$ cat config.mk
export PLATFORM = sky130hd
export DESIGN_NAME = fifo_uart_tx
export DESIGN_NICKNAME = d
export VERILOG_FILES = /design/src/rtl/fifo_uart_tx.sv
export SDC_FILE = /design/constraint.sdc
export NUM_CORES = 1
export LEC_CHECK = 0
export ABC_AREA = 1
export CORE_UTILIZATION = 44
export CTS_BUF_LIST = sky130_fd_sc_hd__clkbuf_4
export DETAILED_ROUTE_END_ITERATION = 10
export GPL_TIMING_DRIVEN = 0
export HOLD_SLACK_MARGIN = 0.03
export PLACE_DENSITY = 0.65
export SYNTH_ARGS = -nofsm -noshare
export SYNTH_HDL_FRONTEND = slang
export SYNTH_SLANG_ARGS = --single-unit
$ cat constraint.sdc
create_clock -name clk -period 4.7 [get_ports clk]
set_input_delay 0.94 -clock clk [delete_from_list [all_inputs] [get_ports clk]]
set_output_delay 0.94 -clock clk [all_outputs]
set_load 0.01 [all_outputs]
$ cat src/rtl/fifo_uart_tx.sv
// Pops words from a synchronous FIFO and serialises each one as an asynchronous
// UART frame: start bit, LSB-first data, optional parity, one or two stop bits.
module fifo_uart_tx #(
  parameter int WIDTH        = 8,
  parameter int CLKS_PER_BIT = 868,
  parameter int PARITY       = 0,
  parameter int STOP_BITS    = 1
) (
  input  logic             clk,
  input  logic             rst,
  input  logic             enable,
  input  logic             fifo_empty,
  input  logic [WIDTH-1:0] fifo_dout,
  output logic             fifo_read,
  output logic             tx,
  output logic             busy,
  output logic             frame_done,
  output logic [15:0]      frame_count
);

  localparam int CW = (CLKS_PER_BIT > 1) ? $clog2(CLKS_PER_BIT) : 1;
  localparam int BW = $clog2(WIDTH + 1);

  typedef enum logic [2:0] {IDLE, READ, LOAD, START, DATA, PARITY_BIT, STOP} state_t;

  state_t           state, state_next;
  logic [WIDTH-1:0] shift_reg, shift_next;
  logic [CW-1:0]    baud_cnt, baud_next;
  logic [BW-1:0]    bit_idx, bit_next;
  logic             parity_bit, parity_next;
  logic             tx_next, read_next, done_next;
  logic             bit_end, last_data, last_stop, fetch;

  assign bit_end   = (baud_cnt == CW'(CLKS_PER_BIT - 1));
  assign last_data = (bit_idx == BW'(WIDTH - 1));
  assign last_stop = (bit_idx == BW'(STOP_BITS - 1));
  assign fetch     = enable && !fifo_empty;

  always_ff @(posedge clk or negedge rst) begin
    if (!rst) state <= IDLE;
    else      state <= state_next;
  end

  always_comb begin
    state_next = state;
    case (state)
      IDLE:       if (fetch) state_next = READ;
      READ:       state_next = LOAD;
      LOAD:       state_next = START;
      START:      if (bit_end) state_next = DATA;
      DATA:       if (bit_end && last_data) state_next = (PARITY != 0) ? PARITY_BIT : STOP;
      PARITY_BIT: if (bit_end) state_next = STOP;
      STOP:       if (bit_end && last_stop) state_next = fetch ? READ : IDLE;
      default:    state_next = IDLE;
    endcase
  end

  // Next values of every registered output and datapath register; bit_idx
  // doubles as the stop-bit counter so two stop bits need no extra state.
  always_comb begin
    tx_next     = tx;
    read_next   = 1'b0;
    done_next   = 1'b0;
    shift_next  = shift_reg;
    parity_next = parity_bit;
    bit_next    = bit_idx;
    baud_next   = bit_end ? '0 : baud_cnt + 1'b1;
    case (state)
      IDLE: begin
        tx_next   = 1'b1;
        baud_next = '0;
        read_next = fetch;
      end
      READ: baud_next = '0;
      LOAD: begin
        shift_next  = fifo_dout;
        parity_next = (^fifo_dout) ^ (PARITY == 2);
        tx_next     = 1'b0;
        baud_next   = '0;
        bit_next    = '0;
      end
      START: if (bit_end) tx_next = shift_reg[0];
      DATA: begin
        if (bit_end) begin
          if (last_data) begin
            bit_next = '0;
            tx_next  = (PARITY != 0) ? parity_bit : 1'b1;
          end else begin
            bit_next   = bit_idx + 1'b1;
            shift_next = shift_reg >> 1;
            tx_next    = shift_next[0];
          end
        end
      end
      PARITY_BIT: if (bit_end) tx_next = 1'b1;
      STOP: begin
        if (bit_end) begin
          if (last_stop) begin
            done_next = 1'b1;
            read_next = fetch;
            bit_next  = '0;
          end else begin
            bit_next = bit_idx + 1'b1;
          end
        end
      end
      default: tx_next = 1'b1;
    endcase
  end

  always_ff @(posedge clk or negedge rst) begin
    if (!rst) begin
      tx          <= 1'b1;
      fifo_read   <= 1'b0;
      busy        <= 1'b0;
      frame_done  <= 1'b0;
      frame_count <= '0;
      shift_reg   <= '0;
      baud_cnt    <= '0;
      bit_idx     <= '0;
      parity_bit  <= 1'b0;
    end else begin
      tx         <= tx_next;
      fifo_read  <= read_next;
      busy       <= (state_next != IDLE);
      frame_done <= done_next;
      shift_reg  <= shift_next;
      baud_cnt   <= baud_next;
      bit_idx    <= bit_next;
      parity_bit <= parity_next;
      if (done_next) frame_count <= frame_count + 16'd1;
    end
  end

endmodule

# Yosys cells after proc, flatten, opt, wreduce, memory -nomap -nowiden
# Index checks and enable logic that the tools add are counted.
[word_totals]
regBits = 45
inputBits = 12
output_inout_bits = 20
wordCells = 68
[classes]
addsub = 3
eq_ne = 13
mux = 28
bitwise_logic = 1
reduce_logical = 14
[op_table]
columns = ["operator", "count"]
rows = [
  ["$pmux 3 s7", 1],
  ["$mux 10", 2],
  ["$add 16x1->16 const B", 1],
  ["$mux 4", 4],
  ["$mux 8", 2],
  ["$pmux 8 s2", 1],
  ["$mux 3", 5],
  ["$pmux 4 s3", 1],
  ["$add 10x1->10 const B", 1],
  ["$eq 10x10->1 const B", 1],
  ["$mux 1", 10],
  ["$ne 2x2->1 const B", 5],
  ["$eq 3x3->1 const B", 3],
  ["$eq 3x2->1 const B", 2],
  ["$reduce_and 3->1", 2],
  ["$reduce_bool 3->1", 2],
  ["$pmux 1 s5", 1],
  ["$add 4x1->4 const B", 1],
  ["$eq 4x3->1 const B", 1],
  ["$logic_not 4->1", 1],
  ["$reduce_and 4->1", 1],
  ["$eq 3x1->1 const B", 1],
  ["$logic_and 1x1->1", 3],
  ["$logic_not 3->1", 1],
  ["other kinds (6)", 6],
]

# Depth between registers and ports, before layout
[depth]
ltp_word = 6
depth_mapped = 9
depth_no_buf = 9

# Worst setup path before layout
# Ideal clock, no wire load.
[synth_path]
path_kind = "input -> register"
startpoint = "in fifo_empty"
endpoint = "reg busy"
setup_ns = 0.068
arrival_ns = 1.558
required_ns = 4.632
setup_slack_ns = 3.073
cell_stages = 6
n_path_buf = 0
cell_sequence = "or2_2 nor2_1 nand3_1 nand2_1 nor2_1 nand3_1"
[synth_between]
elab_chain_cells = 6
elab_cells_between_ends = 7
classes_between = "mux: 4; reduce/logical: 3"
[synth_lines]
columns = ["item", "line", "source"]
rows = [
  ["start, declared", "12", "input logic fifo_empty,"],
  ["$logic_not 1->1 (*)", "37", "assign fetch = enable && !fifo_empty;"],
  ["$logic_and 1x1->1 (*)", "37", ""],
  ["$mux 1", "53", "STOP: if (bit_end && last_stop) state_next = fetch ? READ : IDLE;"],
  ["$mux 3", "53", ""],
  ["$pmux 3 s7 (*)", "46", "case (state)"],
  ["$reduce_bool 3->1 (*)", "125", "busy <= (state_next != IDLE);"],
  ["end signal, assigned", "125", ""],
  ["end, declared", "16", "output logic busy,"],
]
# Mark *: on every way between the ends. The rest lies on a longest branch, timed or not.
# A chain may end at the register's enable or synchronous reset.

# Worst setup path in the final report
[layout_path]
startpoint = "reg tx"
endpoint = "out tx"
[layout_lines]
columns = ["item", "line", "source"]
rows = [
  ["start, declared", "15", "output logic tx,"],
  ["start signal, assigned", "123", "tx <= tx_next;"],
]
# No word-level cell between the ends.

==> flow_summary.yaml <==
run_status:
  status: "completed"
timing:
  relSlewSlack_pct: 61.92
  tightestPinTransition_ns: 0.5712
  drv_slew: 0
  fin_skew_ns: 0.007322
  rsz0062_at_grt: "no"
  setup_ws_ns: 2.320
  min_period_ns: 2.380
  setup_viol: 0
  fmax_mhz: 420.1
  hold_viol_final: 0
  fin_setup_tns_ns: 0
  finalCritPeriodShare_pct: 50.65
floorplanning:
  core_sq_um: 5540
  ios: 32
  die_area_sq_um: 6075
  start_util_pct: 45.80
  die_h_um: 77.94
  num_rows: 27
  die_x_um: 77.94
logic_synthesis:
  yosys_warnings: 0
  yosys-top-cells-area: "dfrtp_1 43%, nand2_1 13%, nand3_1 5.5%"
  synth-edff-count: 0
  synth-seq-cells: 45
  synth_top_area_share_pct: 43.39
  yosys.area.top_type: "dfrtp_1"
  netlist_area_sq_um: 2537
  syn_nets: 333
  netlist_instances: 317
  ys.flop_type: "dfrtp_1"
  synth_cell_type_count: 33
  avgSynthCellArea_sq_um: 8.005
  ys_async_sr_fraction_pct: 100.0
  yosysSeqAreaShare_pct: 44.43
setup_path:
  end_kind: "output port"
  critPathMaxFanout: 2
  regToRegStartpoint: "baud_cnt[0]$_DFF_PN0_"
  cp.depth: 1
  crit_path_start_kind: "flip-flop"
  r2r-end: "frame_count[12]$_DFFE_PN0P_"
  cp_num_buf_inv: 1
  crit_slowest_cell: "dfstp_2"
  critPathArrivalTime_ns: 1.44
  worstRegToRegCells: 9
  path_delay_family: "flip-flops"
  critPathKind: "reg2out"
  slowest_delay_ns: 0.55
  required_ns: 3.76
  crit_chain: "clkdlybuf4s50_1"
  rrSetupSlack_ns: 2.83
final_layout:
  area_delta_synth_final_pct: 19.53
  drive_gt1_share_pct: 10.96
  multi_input_area_sq_um: 1229
  ff_latch_area_sq_um: 1127
  largest_reg_flops: 16
  fin_area_sq_um: 3033
  num-fill-cells: 545
  final_nets: 372
  antenna_cells: 0
route:
  vias: 2130
  drtIter0Drc: 108
  ant_nets: 0
  drcViolationCount: 0
  dr.pass1.iters: 4
  via_per_inst: 4.977
  wirelength_um: 5066
  wl_per_cell_um: 11.84
power_and_ir_drop:
  p_leak_uw: 0.001487
  power.density_nw_per_um2: 341.3
  peakVddDrop_mv: 0.2150
  finalPower_uw: 1035
cts:
  clockBufferDepth: 2
  clk_pin_slew_ns: 0.13
  cts_setup_buffers: 0
  worstSkewPairLatency_ns: 0.36
  clock_sinks: 45
  htreeDepth: 2
  cts_tree: "done"
  ctsResizeCount: 0
  numCtsBuffers: 5
  ctsHoldBuffers: 0
  cts_root_buf: "clkbuf_4"
global_routing:
  grt_pass1_wl_um: 8852
  overflow: 0
  grt_usage_pct: 18.55
  grt_max_degree: 24
  grt_pass1_vias: 1924
  grt_util_met1_pct: 25.73
  busiest_layer: "met2"
  met3_usage_pct: 3.647
  grt_antenna_before_repair: 0
  met2_usage_pct: 29.03
placement:
  gp_congestion: 0.8627
  place_area_sq_um: 2960
  dp_hpwl_um: 3790
  dp_slack_ns: 2.488
  portBuffers: 31
min_path:
  worstHoldPathCells: 2
  worstHoldStart: "tx$_DFFE_PN1P_"
  min_path_type: "reg2reg"
  timing.hold.worst_endpoint: "tx$_DFFE_PN1P_"
run:
  max_cap_violations: 0
==> layout by cell type (no fill, tap or decap), drive strengths merged <==
cell / Yosys / routed
a211oi: 1 / 1
a21oi: 6 / 6
a31oi: 1 / 1
buf: 4 / 6
bufinv: 0 / 1
clkbuf: 0 / 5
clkdlybuf4s50: 0 / 30
clkinv: 0 / 1
dfrtp: 44 / 44
dfstp: 1 / 1
ha: 4 / 4
inv: 38 / 38
mux2i: 6 / 6
nand2: 92 / 92
nand3: 29 / 29
nand3b: 1 / 1
nand4: 7 / 7
nor2: 31 / 31
nor3: 10 / 10
nor3b: 1 / 1
nor4: 1 / 1
o21a: 1 / 1
o21ai: 22 / 22
o2bb2ai: 1 / 1
or2: 2 / 2
xnor2: 7 / 7
xor2: 7 / 7
==> logic make-up after synthesis <==
logic type	Yosys count	synth area share, %
and+or+nand+nor	174	30.77
DFF	45	44.43
buffers and inverters	42	7.150
AOI/OAI and AO/OA	32	8.481
xor gates and xnor gates	14	4.832
muxes	6	2.367
adders and majority gates	4	1.972
==> routing by layer <==
| layer | vias up | wire, um |
|---|---|---|
| li1 | 1101 | - |
| met1 | 969 | 2519 |
| met2 | 50 | 2247 |
| met3 | 10 | 216 |
| met4 | 0 | 83 |
| met5 | - | 0 |
==> cells in the mapped netlist (2+ instances only) <==
cell / number
o21ai_2: 11
buf_6: 3
inv_1: 36
nor2_2: 4
nand2_1: 90
xor2_1: 7
nand4_1: 6
a21oi_1: 5
o21ai_0: 10
dfrtp_1: 44
ha_1: 4
inv_2: 2
nand3_1: 28
nor2_1: 27
or2_2: 2
mux2i_1: 6
xnor2_1: 7
nand2_2: 2
nor3_1: 9
==> through the flow <==
| step | utilization, % | instances | hold WS [ns] |
|---|---|---|---|
| floorplan | - | 317 | 0.4543 |
| global placement | 53.03 | 420 | 0.4517 |
| detailed placement | 53.43 | 421 | 0.4536 |
| CTS | 54.74 | 428 | 0.4730 |
| global route | 54.74 | 428 | 0.4805 |
| finish | 54.74 | 428 | 0.4704 |
==> worst max path at each step <==
stage	to	start	slack [ns]
after global routing	frame_count[5]	frame_count[5]$_DFFE_PN0P_	2.29
after global placement	frame_count[10]$_DFFE_PN0P_	rst	1.40
final	tx	tx$_DFFE_PN1P_	2.32
after CTS	tx	tx$_DFFE_PN1P_	2.30
after detailed placement	busy$_DFF_PN0_	enable	2.49
after floorplan	busy$_DFF_PN0_	fifo_empty	3.07
==> power by group <==
part / switching, uW / internal [uW]
registers: 41.4 / 451
logic: 187 / 118
clock network: 129 / 108
==> layout make-up <==
class	instances	area share, %
Tap cell	72	2.970
Multi-Input combinational cell	230	40.51
Inverter	38	4.703
Sequential cell	45	37.17
Timing Repair Buffer	32	10.97
Clock inverter	2	1.155
Clock buffer	5	1.238
Buffer	4	1.279
No activity file was read; power rests on OpenSTA's default activity.
==> RTL change 1, RTL diff (same settings) <==
The parameter `PARITY` goes from 0 to 1.
--- a/src/rtl/fifo_uart_tx.sv
+++ b/src/rtl/fifo_uart_tx.sv
@@ -5,3 +5,3 @@
   parameter int CLKS_PER_BIT = 868,
-  parameter int PARITY       = 0,
+  parameter int PARITY       = 1,
   parameter int STOP_BITS    = 1
Check against the original RTL: same outputs for any inputs over 10 cycles, from zero or initial values and one cycle with rst low; that may be too few to reach the edited logic, so the function may still have changed.
==> RTL change 1 against the original RTL <==
Wire length increased by 3.8%; worst setup slack improved by 0.022 ns; area after synthesis increased by 4.6%; sequential cell count increased by 1; design area increased by 4.5%; total power increased by 8.1%; non-clock buffer count increased by 1; maximum frequency increased by 0.92%; critical path type unchanged.
==> RTL change 1: results (changes against the original RTL) <==
DP Wirelength=4120 µm (+8.8%); pin count of the biggest net entering global routing=34 (+42%); Final nets=398 (+7.0%); Via Count=2,273 (+6.7%); Data buffer area share=11.3% (-0.93 points); crit-path leading delay family=flip-flops; register area share after synthesis=43.4% (-1.0 points); met2 Track Usage GR=30.7% (+1.7 points); placed cell count=447 (+6.2%); Initial DRC Count=110 (+1.9%); min-delay src=baud_cnt[0]; multi-input gates=247 (+7.4%); multi-input combinational area share=41.0% (+0.45 points); Post-Syn Instances=343 (+8.2%); CP max stage cell=dfstp_2; Seq/total area=36.3% (-0.82 points); internal power=0.000751 W (+11%); Seq pwr share=44.9% (-2.7 points); Peak VDD IR=0.000210 V (-2.3%); post-synthesis cell type count=37 (+12%); Non-clock buffers=37 (+2.8%); met1 Use GR=26.7% (+0.98 points); syn nets=359 (+7.8%); Inverters excl. clock=45 (+18%); hold slack=0.467 ns (-0.00374 ns); worst-margin pin slew=0.502 ns (-0.0695 ns); GPL Wtd Cong=0.840 (-2.6%); fillers=560 (+2.8%); Hold Path End=baud_cnt[0]; placed cell area=0.00307 mm² (+3.7%); Leakage Power=1.48 nW (-0.39%); most frequent cells after synthesis=nand2_1 (96), dfrtp_1 (45), inv_1 (43), nor2_1 (30), nand3_1 (25); post-layout util=55.9% (+1.1 points); Clock-cell share=3.20% (+0.80 points); R2R depth=8 (-1); status=completed; DR WL/cell=11.6 µm (-2.3%); seq_cells=46 (+2.2%); first-pass GRT wire length=9650 µm (+9.0%); non-filler cells, final=455 (+6.3%); Final Skew=0.00836 ns (+0.00104 ns); Worst R2R End=frame_count[8]; gr usage total=19.4% (+0.81 points); pre-CTS setup slack=2.50 ns (+0.0109 ns); Hold Path Depth=1 (-1); met3 Usage GRT=3.54% (-0.10 points); share of cells above drive strength 1=6.79% (-4.2 points); R2R Setup Slk=2.88 ns (+0.05 ns); largest cells by area after synthesis=dfrtp_1 (42%), nand2_1 (14%), inv_1 (6.1%), nand3_1 (4.7%), nor2_1 (4.2%); vias in the first global route=2,142 (+11%)
[RTL change 1: cell types whose count changed in the layout (fill, tap and decap cells not counted), moves of 3 or more]
cell / unedited run / this run
o21ai_2: 11 / 1
o21ai_0: 10 / 18
inv_1: 36 / 43
nand2_1: 90 / 96
buf_4: 0 / 4
nor2_2: 4 / 0
and3_1: 0 / 3
buf_6: 3 / 0
nand3_1: 28 / 25
nor2_1: 27 / 30
o21ai_1: 1 / 4
[RTL change 1: power by group through the flow]
stage	clock [W]	combinational, W	sequential (W)
final	0.000288	0.000329	0.000502
after global routing	0.000316	0.000374	0.000510
after CTS	0.000299	0.000334	0.000503
after detailed placement	0	0.000333	0.000510
after global placement	0	0.000322	0.000510
after floorplan	0	0.000237	0.000505
[RTL change 1: kinds of logic after synthesis]
kind of cell             after synthesis  share of synthesized area [%]
AND/OR/NAND/NOR                      184                           31.4
buffers and inverters                 50                           7.64
flip-flops                            46                           43.4
AO/OA/AOI/OAI                         36                           7.69
XOR/XNOR                              16                           5.28
multiplexers                           7                           2.64
adder cells (fa/ha/maj)                4                           1.89
[RTL change 1: how the worst max path moves through the flow]
stage	depth (start not counted)	startpoint	end	slack (ns)
finish	1	tx	tx	2.34
global route	1	tx	tx	2.28
CTS	1	tx	tx	2.31
detailed placement	9	fifo_dout[3]	parity_bit	2.50
global placement	1	rst	frame_count[10]	1.39
floorplan	7	fifo_dout[4]	parity_bit	3.07
[RTL change 1: routing by layer]
layer	part of all wire, %	vias to the layer above
met5	0	-
met4	1.4	0
met3	3.4	8
met2	45	47
met1	50	1025
li1	-	1193
==> RTL change 2, RTL diff (config.mk and constraints unchanged) <==
Without the edit above. Register the output `frame_count` once more, cleared by the reset; this adds one clock of latency there. The other outputs are not delayed to match.
--- a/src/rtl/fifo_uart_tx.sv
+++ b/src/rtl/fifo_uart_tx.sv
@@ -24,2 +24,4 @@
   typedef enum logic [2:0] {IDLE, READ, LOAD, START, DATA, PARITY_BIT, STOP} state_t;
+
+  logic [15:0] frame_count_s0;
 
@@ -116,3 +118,3 @@
       frame_done  <= 1'b0;
-      frame_count <= '0;
+      frame_count_s0 <= '0;
       shift_reg   <= '0;
@@ -130,3 +132,11 @@
       parity_bit <= parity_next;
-      if (done_next) frame_count <= frame_count + 16'd1;
+      if (done_next) frame_count_s0 <= frame_count_s0 + 16'd1;
+    end
+  end
+
+  always_ff @(posedge clk or negedge rst) begin
+    if (!rst) begin
+      frame_count <= '0;
+    end else begin
+      frame_count <= frame_count_s0;
     end
Function: same outputs for any inputs over 10 cycles, from zero or initial values and one cycle with rst low; that may be too few to reach the edited logic, so the function may still have changed.
==> RTL change 2 against the original RTL <==
The flow now finishes with violations (DRC); synthesized cell count up 11%; design area up 17%; die area up 16%; worst setup slack worse by 0.016 ns; area after synthesis up 16%; critical path depth unchanged; sequential share of layout area up 6.0 points; wire length up 12%; sequential power up 26%; sequential cell count up 16; total power up 25%; critical path type unchanged.
==> RTL change 2: results (changes against the original RTL) <==
xor/xnor share of the synthesized area=3.85% (-0.98 points); Vias/cell=4.98 (+0.13%); Leakage Power=1.67 nW (+12%); number of synthesis warnings=0 (unchanged); Peak VDD IR=0.000155 V (-28%); htree depth=3 (+1); failing checks=DRC; clock-pin slew on the worst setup and hold paths=0.11 ns (-0.02 ns); setup bufs post-CTS=0 (unchanged); Remaining DRCs=2 (+2); vias in the first global route=2,296 (+19%); Synth top area share=50.8% (+7.4 points); post-synthesis compound-gate area fraction=8.17% (-0.31 points); initial antenna violation count=0 (unchanged); status=finished with violations; most frequent cells after synthesis=nand2_1 (93), dfrtp_1 (60), inv_1 (41), nor2_1 (34); IO buf count=31 (unchanged); CTS Root Cell=clkbuf_4; Clock Latency Late Sink=0.39 ns (+0.03 ns); largest cells by area after synthesis=dfrtp_1 (51%), nand2_1 (12%), inv_1 (5.2%), nor2_1 (4.3%), nand3_1 (4.2%); share of cells above drive strength 1=9.77% (-1.2 points); Worst EP arrival=1.46 ns (+0.02 ns); post-synthesis cell type count=33 (unchanged); Synth Area in Adders=1.69% (-0.28 points); CP max FO=2 (unchanged); HP Class=register to register; worst-margin pin slew=0.574 ns (+0.00274 ns); pre-CTS setup slack=2.65 ns (+0.160 ns); first-pass GRT wire length=10,200 µm (+15%); placed cell count=460 (+9.3%); Post-Syn Instances=351 (+11%); TNS Setup=0 ns (unchanged); Final nets=410 (+10%); mux share of post-synthesis cell area=0% (-2.4 points); Final Skew=0.0104 ns (+0.00304 ns); non-filler cells, final=476 (+11%); gr usage total=18.3% (-0.28 points); Initial DRC Count=141 (+31%); pin count of the biggest net entering global routing=37 (+54%); register area share after synthesis=51.7% (+7.3 points); DR pass1 iterations=7 (+3); clk buf depth=2 (unchanged); CTS Buf Count=9 (+4); Detailed Route WL=5690 µm (+12%); Largest regs=frame_count: 16 flops, frame_count_s0: 16 flops, baud_cnt: 10 flops; critical path's largest stage delay=roughly 0.54 ns; GPL Wtd Cong=0.865 (+0.21%); syn nets=367 (+10%); async set-reset flop share out of synthesis=100% (unchanged); DP Wirelength=4170 µm (+9.9%)
## RTL change 2: layout make-up
type / instances / area [µm²]
multi-input cells: 238 / 1200
fillers: 588 / 2880
plain buffers: 7 / 58.8
repair buffers: 32 / 325
clock inverters: 6 / 87.6
clock buffers: 10 / 75.1
flip-flops and latches: 61 / 1530
inverters: 45 / 170
well taps: 77 / 96.3
## RTL change 2: path summary, 6_finish.rpt
kind / from / endpoint / slack, ns / cells after the start
worst max-delay path: tx / tx / 2.30 / 1
max in group asynchronous: rst / frame_count_s0[5] / 3.59 / 2
worst min register to register: frame_count_s0[15] / frame_count[15] / 0.41 / 0
worst max register to register: baud_cnt[0] / frame_count_s0[5] / 2.98 / 11
worst min-delay path: frame_count_s0[15] / frame_count[15] / 0.41 / 0
min in group asynchronous: rst / shift_reg[2] / 0.53 / 1
## RTL change 2: per-layer routing
layer	GRT usage (%)	routed length (µm)
met4	7.68	109
met2	29.7	2700
met1	23.6	2700
met5	0	0
met3	3.96	184
## RTL change 2: power breakdown
group	internal [W]	switching [W]	total [W]
clock	0.000221	0.000197	0.000418
sequential	0.000588	0.0000335	0.000622
combinational	0.0000944	0.000159	0.000253
total	0.000903	0.000389	0.00129
## RTL change 2: cell families after synthesis
family                   Yosys count
AND/OR/NAND/NOR                  179
buffers and inverters             52
AO/OA/AOI/OAI                     42
flip-flops                        61
adder cells (fa/ha/maj)            4
XOR/XNOR                          13
## RTL change 2: through the flow
stage	hold WS [ns]	area, µm²	util, %
finish	0.413	3540	55.1
global route	0.440	3540	55.1
CTS	0.421	3540	55.1
detailed placement	0.385	3380	52.6
global placement	0.389	3360	52.3
floorplan	0.368	2950	-
